<file path="config.mk">
export PLATFORM = sky130hd
export DESIGN_NAME = seg_capture
export DESIGN_NICKNAME = d
export VERILOG_FILES = /design/src/rtl/seg_capture.sv
export SDC_FILE = /design/constraint.sdc
export NUM_CORES = 1
export LEC_CHECK = 0
export CAP_MARGIN = 20
export CORE_MARGIN = 2
export CORE_UTILIZATION = 52
export CTS_CLUSTER_SIZE = 30
export DETAILED_ROUTE_END_ITERATION = 7
export PLACE_DENSITY = 0.87
export REMOVE_ABC_BUFFERS = 1
export SETUP_SLACK_MARGIN = 0.4
export SLEW_MARGIN = 15
export SYNTH_ARGS = -nofsm -noshare
export SYNTH_HDL_FRONTEND = slang
export SYNTH_SLANG_ARGS = --single-unit
</file>
<file path="constraint.sdc">
create_clock -name clk -period 3.3 [get_ports clk]
set_input_delay 0.825 -clock clk [delete_from_list [all_inputs] [get_ports clk]]
set_output_delay 0.825 -clock clk [all_outputs]
set_load 0.005 [all_outputs]
</file>
<file path="src/rtl/seg_capture.sv">
// Decodes a multiplexed active-low 7-seg/anode bus back into a 16-bit value with presence/invalid masks; capture 1+STABLE_CYCLES after pin change, frame_valid 1 cycle after close.
// No backpressure: results are published as pulses. Define SEG_CAPTURE_SYNC_EN to add a two-flop synchronizer ahead of the sample register.
module seg_capture #(
  parameter int unsigned STABLE_CYCLES  = 1,
  parameter int unsigned TIMEOUT_CYCLES = 64
) (
  input  logic        clk,
  input  logic        rst,
  input  logic [6:0]  seg,
  input  logic        dp,
  input  logic [3:0]  an,
  output logic [15:0] num,
  output logic [3:0]  present,
  output logic [3:0]  invalid,
  output logic        frame_valid,
  output logic        collision
);

  localparam logic [7:0]  STABLE_C  = 8'(STABLE_CYCLES);
  localparam logic [15:0] TIMEOUT_C = 16'(TIMEOUT_CYCLES);
  localparam logic [11:0] IDLE_PINS = 12'hFFF;

  logic [11:0] pin_w;

`ifdef SEG_CAPTURE_SYNC_EN
  logic [11:0] sync1_q, sync2_q;

  always_ff @(posedge clk or posedge rst) begin
    if (rst) begin
      sync1_q <= IDLE_PINS;
      sync2_q <= IDLE_PINS;
    end else begin
      sync1_q <= {an, dp, seg};
      sync2_q <= sync1_q;
    end
  end

  assign pin_w = sync2_q;
`else
  assign pin_w = {an, dp, seg};
`endif

  // Sample register: {an[3:0], dp, seg[6:0]}, idles as a blank slot.
  logic [11:0] samp_q, prev_q;
  logic        prev_act_q;
  logic [7:0]  stab_cnt_q, stab_cnt_d;
  logic        done_q, done_d;
  logic [15:0] to_cnt_q, to_cnt_d;
  logic [15:0] acc_num_q, acc_num_d;
  logic [3:0]  acc_pres_q, acc_pres_d;
  logic [3:0]  acc_inv_q, acc_inv_d;
  logic [15:0] num_q, num_d;
  logic [3:0]  present_q, present_d;
  logic [3:0]  invalid_q, invalid_d;
  logic        fv_q, fv_d;
  logic        coll_q;

  logic [3:0]  an_s;
  logic [6:0]  seg_s;
  logic        dp_s;
  logic        act_w, blank_w, coll_w;
  logic [1:0]  idx_w;
  logic        same_w, done_prev_w, capture_w;
  logic [7:0]  cnt_inc_w;
  logic [4:0]  dec_w;
  logic        inv_w;
  logic [3:0]  nib_w;
  logic [3:0]  lane_w;

  assign an_s  = samp_q[11:8];
  assign dp_s  = samp_q[7];
  assign seg_s = samp_q[6:0];

  function automatic logic [4:0] decode(input logic [6:0] s);
    logic [4:0] r;
    r = 5'h10;
    case (s)
      7'h40: r = 5'h00;
      7'h79: r = 5'h01;
      7'h24: r = 5'h02;
      7'h30: r = 5'h03;
      7'h19: r = 5'h04;
      7'h12: r = 5'h05;
      7'h02: r = 5'h06;
      7'h78: r = 5'h07;
      7'h00: r = 5'h08;
      7'h10: r = 5'h09;
      7'h08: r = 5'h0A;
      7'h03: r = 5'h0B;
      7'h46: r = 5'h0C;
      7'h21: r = 5'h0D;
      7'h06: r = 5'h0E;
      7'h0E: r = 5'h0F;
      default: r = 5'h10;
    endcase
    return r;
  endfunction

  always_comb begin
    act_w = 1'b0;
    idx_w = 2'd0;
    case (an_s)
      4'b1110: begin act_w = 1'b1; idx_w = 2'd0; end
      4'b1101: begin act_w = 1'b1; idx_w = 2'd1; end
      4'b1011: begin act_w = 1'b1; idx_w = 2'd2; end
      4'b0111: begin act_w = 1'b1; idx_w = 2'd3; end
      default: begin act_w = 1'b0; idx_w = 2'd0; end
    endcase
  end

  assign blank_w = (an_s == 4'hF);
  assign coll_w  = !act_w && !blank_w;

  // One capture per contiguous activation: done_q latches until the sample changes.
  assign same_w      = act_w && prev_act_q && (samp_q == prev_q);
  assign cnt_inc_w   = (stab_cnt_q >= STABLE_C) ? STABLE_C : stab_cnt_q + 8'd1;
  assign stab_cnt_d  = !act_w ? 8'd0 : (same_w ? cnt_inc_w : 8'd1);
  assign done_prev_w = same_w && done_q;
  assign capture_w   = act_w && (stab_cnt_d == STABLE_C) && !done_prev_w;
  assign done_d      = act_w && (done_prev_w || capture_w);

  assign dec_w  = decode(seg_s);
  assign inv_w  = dec_w[4] || !dp_s;
  assign nib_w  = inv_w ? 4'h0 : dec_w[3:0];
  assign lane_w = 4'b0001 << idx_w;

  always_comb begin
    acc_num_d  = acc_num_q;
    acc_pres_d = acc_pres_q;
    acc_inv_d  = acc_inv_q;
    num_d      = num_q;
    present_d  = present_q;
    invalid_d  = invalid_q;
    fv_d       = 1'b0;
    to_cnt_d   = to_cnt_q;
    if (capture_w) begin
      to_cnt_d = 16'd1;
      if ((acc_pres_q & lane_w) != 4'h0) begin
        num_d      = acc_num_q;
        present_d  = acc_pres_q;
        invalid_d  = acc_inv_q;
        fv_d       = 1'b1;
        acc_num_d  = 16'h0000;
        acc_pres_d = 4'h0;
        acc_inv_d  = 4'h0;
      end
      acc_num_d[{idx_w, 2'b00} +: 4] = nib_w;
      acc_pres_d = acc_pres_d | lane_w;
      acc_inv_d  = inv_w ? (acc_inv_d | lane_w) : (acc_inv_d & ~lane_w);
    end else begin
      if (to_cnt_q != TIMEOUT_C) begin
        to_cnt_d = to_cnt_q + 16'd1;
      end
      // to_cnt_q holds cycles elapsed since the capture, so T-1 here puts frame_valid T cycles after it.
      if ((to_cnt_q == TIMEOUT_C - 16'd1) && (acc_pres_q != 4'h0)) begin
        num_d      = acc_num_q;
        present_d  = acc_pres_q;
        invalid_d  = acc_inv_q;
        fv_d       = 1'b1;
        acc_num_d  = 16'h0000;
        acc_pres_d = 4'h0;
        acc_inv_d  = 4'h0;
      end
    end
  end

  always_ff @(posedge clk or posedge rst) begin
    if (rst) begin
      samp_q     <= IDLE_PINS;
      prev_q     <= IDLE_PINS;
      prev_act_q <= 1'b0;
      stab_cnt_q <= 8'd0;
      done_q     <= 1'b0;
      to_cnt_q   <= 16'd0;
      acc_num_q  <= 16'h0000;
      acc_pres_q <= 4'h0;
      acc_inv_q  <= 4'h0;
      num_q      <= 16'h0000;
      present_q  <= 4'h0;
      invalid_q  <= 4'h0;
      fv_q       <= 1'b0;
      coll_q     <= 1'b0;
    end else begin
      samp_q     <= pin_w;
      prev_q     <= samp_q;
      prev_act_q <= act_w;
      stab_cnt_q <= stab_cnt_d;
      done_q     <= done_d;
      to_cnt_q   <= to_cnt_d;
      acc_num_q  <= acc_num_d;
      acc_pres_q <= acc_pres_d;
      acc_inv_q  <= acc_inv_d;
      num_q      <= num_d;
      present_q  <= present_d;
      invalid_q  <= invalid_d;
      fv_q       <= fv_d;
      coll_q     <= coll_w;
    end
  end

  assign num         = num_q;
  assign present     = present_q;
  assign invalid     = invalid_q;
  assign frame_valid = fv_q;
  assign collision   = coll_q;

endmodule
</file>
==> impl_metrics.py, run 1 <==
metrics = {
    "run_status": {
        "status": "finished, final reports clean",
    },
    "clock_network": {
        "cts_tree": "done",
        "cts_buffer_depth": 2,
        "clkSlewWorstSetupHoldPaths_ns": 0.10,
        "cts_buffers": 9,
        "numClockSinks": 100,
        "root_buffer": "clkbuf_8",
        "worstSkewPairLatency_ns": 0.38,
        "htree_levels": 3,
    },
    "global_routing": {
        "grtUsageTotal_pct": 19.1,
        "grt_max_degree": 84,
        "overflow": 0,
        "first_global_vias": 3071,
        "antenna_found_initial": 0,
        "grt_pass1_wl_um": 14800,
    },
    "placed_design": {
        "portBuffers": 39,
        "gp_congestion": 0.828,
        "place_area_mm2": 0.00510,
        "hpwlAfterDp_um": 5940,
        "dp_slack_ns": 0.238,
    },
    "power": {
        "vdd_ir_drop_max_v": 0.000253,
        "p_per_area_mw_per_mm2": 470,
        "leakagePower_uw": 0.00242,
        "power.total_uw": 2530,
    },
    "yosys": {
        "synth_largest_area_cell": "dfrtp_1",
        "yosysUniqueCellTypes": 54,
        "netlist_area_mm2": 0.00460,
        "synth-edff-count": 0,
        "yosysSeqAreaShare_pct": 55.0,
        "yosysMostFrequentCell": "dfrtp_1",
        "synth_common_cells": "dfrtp_1 (76), inv_1 (25), dfstp_2 (24)",
        "synthFlopType": "dfrtp_1",
        "avgSynthCellArea_um2": 11.9,
        "synth_seq_cells": 100,
        "synth_top_area_share_pct": 41.3,
        "synthCells": 387,
        "ys_warn_count": 0,
        "synthTopCellsByArea": "dfrtp_1 (41%), dfstp_2 (14%), mux2_4 (5.2%), ha_1 (3.5%), xnor2_1 (2.9%)",
        "synthArstFlopShare_pct": 100,
    },
    "floorplan": {
        "dieHeight_um": 98.1,
        "ioPinCount": 40,
        "dieArea_mm2": 0.00962,
        "start_util_pct": 53.3,
        "rows": 34,
        "core_mm2": 0.00864,
        "die_x_um": 98.1,
    },
    "timing": {
        "worst_pin_slew_ns": 0.580,
        "holdWs_ns": 0.420,
        "setup_tns_ns": 0,
        "relSlewSlack_pct": 61.0,
        "maxSlewViolCount": 0,
        "min_period_over_period_pct": 86.3,
        "postLayoutSetupSlackWorst_ns": 0.451,
        "period_minus_slack_ns": 2.85,
        "fmax_mhz": 351,
        "hold_viol_final": 0,
        "fin_worst_skew_ns": 0.0220,
        "rsz0062_at_grt": "false",
        "setup_violations": 0,
    },
    "final_layout": {
        "layout-drive-gt1-share_pct": 19.5,
        "fill_cells": 675,
        "area_growth_pct": 16.7,
        "nets": 463,
        "final_cell_area_mm2": 0.00537,
        "diodes": 0,
    },
    "detailed_routing": {
        "drtAntennaViolNets": 0,
        "avgViaCountPerCell": 5.71,
        "wl_per_cell_um": 15.9,
        "drt_iter0_drc": 198,
        "vias": 3137,
        "routed_wl_um": 8710,
        "drt_first_pass_iters": 5,
        "drc": 0,
    },
    "setup_path": {
        "cp-end-kind": "flop",
        "path_max_fanout": 28,
        "start_kind": "flop",
        "crit_start": "samp_q[11]",
        "path_class": "flop to flop",
        "crit_arrival_ns": 3.11,
        "r2r_start": "samp_q[11]",
        "required_ns": 3.56,
    },
    "min_path": {
        "worstHoldStart": "samp_q[7]",
        "hp-class": "flop to flop",
    },
    "flow_run": {
        "cap_violations": 0,
    },
}
==> repair_timing <==
action                     in CTS  in global routing
gates resized for setup         1                  6
pin swaps                       1                  2
setup endpoints to repair      24                 24
setup buffers                   1                  5
hold buffers                    0                  0
==> per-layer routing <==
metal	vias to the layer above	share of wire, %	GRT usage (%)
met5	-	0	0
met2	102	50	30.1
met4	0	2.1	8.33
met3	19	4.4	3.22
met1	1553	43	26.3
li1	1463	-	-
==> kinds of logic after synthesis <==
group                      count (synthesis)  synth area share, %
AOI/OAI and AO/OA                         71                 11.6
xor gates and xnor gates                  28                 5.49
adders and majority gates                 13                 3.53
buffers and inverters                     42                 4.46
DFF                                      100                 55.0
muxes                                     26                 7.61
other                                      1               0.0815
and+or+nand+nor                          106                 12.3
==> worst paths after layout <==
kind                               end  slack [ns]  depth (start not counted)
max                            num[14]        0.45                          8
min                          prev_q[7]        0.42                          0
max reg2reg                    num[14]        0.45                          8
min reg2reg                  prev_q[7]        0.42                          0
max in group asynchronous    samp_q[7]        1.85                          3
min in group asynchronous  to_cnt_q[4]        0.73                          2
==> report_power, final <==
| part | leakage [uW] | internal [uW] | switching, uW |
|---|---|---|---|
| combinational | 0.00105 | 211 | 189 |
| sequential | 0.00128 | 1310 | 72.6 |
| clock | 0.0000931 | 291 | 453 |
| total | 0.00242 | 1810 | 715 |
==> state kept, by name (all words and copies together) (netlist names) <==
register     flops
acc_num_q       16
num             16
to_cnt_q        16
prev_q          12
samp_q          12
stab_cnt_q       8
acc_inv_q        4
acc_pres_q       4
invalid          4
present          4
collision        1
done_q           1
frame_valid      1
prev_act_q       1
==> per-stage QoR <==
step                      utilization, %  std cells
after floorplan                        -        374
after global placement              59.1        527
after detailed placement            59.1        527
after CTS                           61.4        544
after global routing                62.2        549
final                               62.2        549
==> worst max-delay path: stages (launching register included) <==
cell and delay [ns]:
dfstp_2 0.62, xor2_1 0.27, nand3_2 0.20, ha_4 0.24, a222oi_1 0.43, a21boi_2 0.25, a21o_1 0.17, buf_12 0.22
mux2_1 0.34
==> cell type report <==
type	count	area, um2	share of cell area (%)
Clock buffer	9	124	2.31
Clock inverter	7	62.6	1.16
Inverter	25	96.3	1.79
Multi-Input combinational cell	249	1910	35.6
Sequential cell	100	2530	47.2
Tap cell	108	135	2.52
Timing Repair Buffer	51	505	9.41
==> cells in the final DEF, fill, tap and decap left out, types with 4 or more instances in the layout <==
cell,netlist,final
and3_1,8,8
clkbuf_8,0,9
mux2_1,8,8
xor2_1,12,12
a21oi_1,9,9
xnor2_1,15,15
a31o_2,4,4
inv_6,0,4
dfstp_2,24,24
mux2_4,16,16
nor2b_1,7,7
dfrtp_1,76,76
conb_1,1,5
nand3_1,15,13
ha_1,13,11
or3_1,4,4
o21ai_0,12,12
buf_4,0,10
a31oi_1,6,6
inv_1,25,24
a22o_1,7,7
nand4_1,5,5
nor2_1,23,23
a32oi_1,4,4
clkdlybuf4s50_1,0,39
nand2_1,19,19
o2bb2ai_1,12,12
nor4_1,6,6
Power figures use the tool's default switching activity.
==> inputs of run 2 (changes only) <==
--- a/config.mk
+++ b/config.mk
@@ -12,2 +12,3 @@
 export DETAILED_ROUTE_END_ITERATION = 7
+export GPL_ROUTABILITY_DRIVEN = 1
 export PLACE_DENSITY = 0.87
==> constraint.sdc (replaced) <==
create_clock -name clk -period 3.3 [get_ports clk]
set_input_delay 0.495 -clock clk [delete_from_list [all_inputs] [get_ports clk]]
set_output_delay 0.495 -clock clk [all_outputs]
set_load 0.005 [all_outputs]
==> impl_metrics.py, run 2 (synthesis gave the netlist of run 1 again) <==
metrics = {
    "timing": {
        "holdWs_ns": 0.421,
        "relSlewSlack_pct": 57.3,
        "rsz0062_at_grt": "false",
        "postLayoutSetupSlackWorst_ns": 0.382,
        "period_minus_slack_ns": 2.92,
        "maxSlewViolCount": 0,
        "hold_viol_final": 0,
        "setup_violations": 0,
        "fmax_mhz": 343,
        "worst_pin_slew_ns": 0.635,
        "fin_worst_skew_ns": 0.0173,
        "setup_tns_ns": 0,
        "min_period_over_period_pct": 88.4,
    },
    "global_routing": {
        "first_global_vias": 3002,
        "grt_pass1_wl_um": 14400,
        "grtUsageTotal_pct": 18.6,
        "grt_max_degree": 53,
        "antenna_found_initial": 0,
        "overflow": 0,
    },
    "final_layout": {
        "layout-drive-gt1-share_pct": 21.1,
        "final_common_cell": "dfrtp_1",
        "nets": 468,
        "area_growth_pct": 18.7,
        "final_cell_mix": "dfrtp_1 (76), clkdlybuf4s50_1 (39), dfstp_2 (24)",
        "final_cell_area_mm2": 0.00547,
        "diodes": 0,
    },
    "clock_network": {
        "clkSlewWorstSetupHoldPaths_ns": 0.11,
        "cts_buffers": 9,
        "root_buffer": "clkbuf_8",
        "worstSkewPairLatency_ns": 0.38,
        "htree_levels": 3,
        "cts_buffer_depth": 2,
        "hold_buffers": 0,
        "numClockSinks": 100,
        "cts_tree": "done",
    },
    "detailed_routing": {
        "routed_wl_um": 9210,
        "drt_iter0_drc": 203,
        "drtAntennaViolNets": 0,
        "wl_per_cell_um": 16.6,
        "drt_first_pass_iters": 5,
        "avgViaCountPerCell": 5.76,
        "vias": 3191,
        "drc": 0,
    },
    "min_path": {
        "hp-class": "flop to flop",
    },
    "setup_path": {
        "start_kind": "flop",
        "required_ns": 3.58,
        "path_class": "flop to flop",
        "path_max_fanout": 14,
        "cp-end-kind": "flop",
        "crit_arrival_ns": 3.20,
        "rrSetupSlack_ns": 0.38,
    },
    "floorplan": {
        "dieArea_mm2": 0.00962,
        "die_x_um": 98.1,
        "rows": 34,
        "start_util_pct": 53.3,
        "dieHeight_um": 98.1,
        "core_mm2": 0.00864,
        "ioPinCount": 40,
    },
    "flow_run": {
        "cap_violations": 0,
    },
    "placed_design": {
        "portBuffers": 39,
        "place_area_mm2": 0.00510,
        "dp_slack_ns": 0.243,
        "hpwlAfterDp_um": 5890,
        "gp_congestion": 0.787,
    },
    "run_status": {
        "status": "finished, final reports clean",
    },
    "power": {
        "leakagePower_uw": 0.00246,
        "vdd_ir_drop_max_v": 0.000242,
        "p_per_area_mw_per_mm2": 474,
    },
}
==> run 2: cell count changes in the layout (fill, tap and decap cells not counted) <==
cell        before  now
inv_6            4    1
a21o_2           0    1
a21o_1           2    1
clkbuf_16        0    2
ha_4             1    2
xor2_2           0    1
clkinvlp_4       1    2
xor2_1          12   11
inv_1           24   23
inv_2            0    1
ha_2             1    0
inv_8            1    3
buf_4           10   13
==> run 2: layout make-up <==
type | instances | area (um2)
Inverter | 25 | 96.3
Multi-Input combinational cell | 249 | 1930
Clock buffer | 9 | 124
Sequential cell | 100 | 2530
Tap cell | 108 | 135
Clock inverter | 7 | 66.3
Timing Repair Buffer | 56 | 578
Fill cell | 662 | 3170
==> run 2: routing by layer <==
metal  part of all wire, %  GRT usage, %  routed length (um)
met5                     0             0                   0
met3                   4.9          3.15                 455
met1                    43          24.9                3980
met2                    50          30.5                4610
met4                   1.7          7.69                 161
==> run 2: power by group <==
part	internal [uW]	switching (uW)	leakage [uW]
clock network	294	477	0.0000918
registers	1310	73.5	0.00128
logic	233	202	0.00109
==> run 2: worst max-delay path, stage by stage (launching register included) <==
cell and delay [ns]:
dfstp_2 0.64, xor2_1 0.21, nand3_2 0.25, ha_4 0.25, a222oi_1 0.39, a21boi_2 0.27, a21o_2 0.26, clkbuf_16 0.22
mux2_4 0.31
==> run 2: per-stage QoR <==
| step | cells | utilization, % | power, uW |
|---|---|---|---|
| after detailed placement | 527 | 59.1 | 1790 |
| after global routing | 554 | 63.3 | 2700 |
| after floorplan | 374 | - | 1630 |
| after global placement | 527 | 59.1 | 1760 |
| final | 554 | 63.3 | 2590 |
| after CTS | 544 | 61.5 | 2550 |
==> run 2: timing repair <==
item | in CTS | in global routing
gates cloned | 0 | 2
buffers inserted | 1 | 8
setup endpoints to repair | 24 | 24
pin swaps | 2 | 4
gates resized for setup | 2 | 9
==> run 2: path summary, 6_finish.rpt <==
| kind | from | end | depth (start not counted) |
|---|---|---|---|
| setup / recovery | samp_q[9] | present[0] | 8 |
| hold reg to reg | samp_q[7] | prev_q[7] | 0 |
| max in group asynchronous | rst | samp_q[7] | 3 |
| setup reg to reg | samp_q[9] | present[0] | 8 |
| min in group asynchronous | rst | to_cnt_q[3] | 2 |
| hold / removal | samp_q[7] | prev_q[7] | 0 |
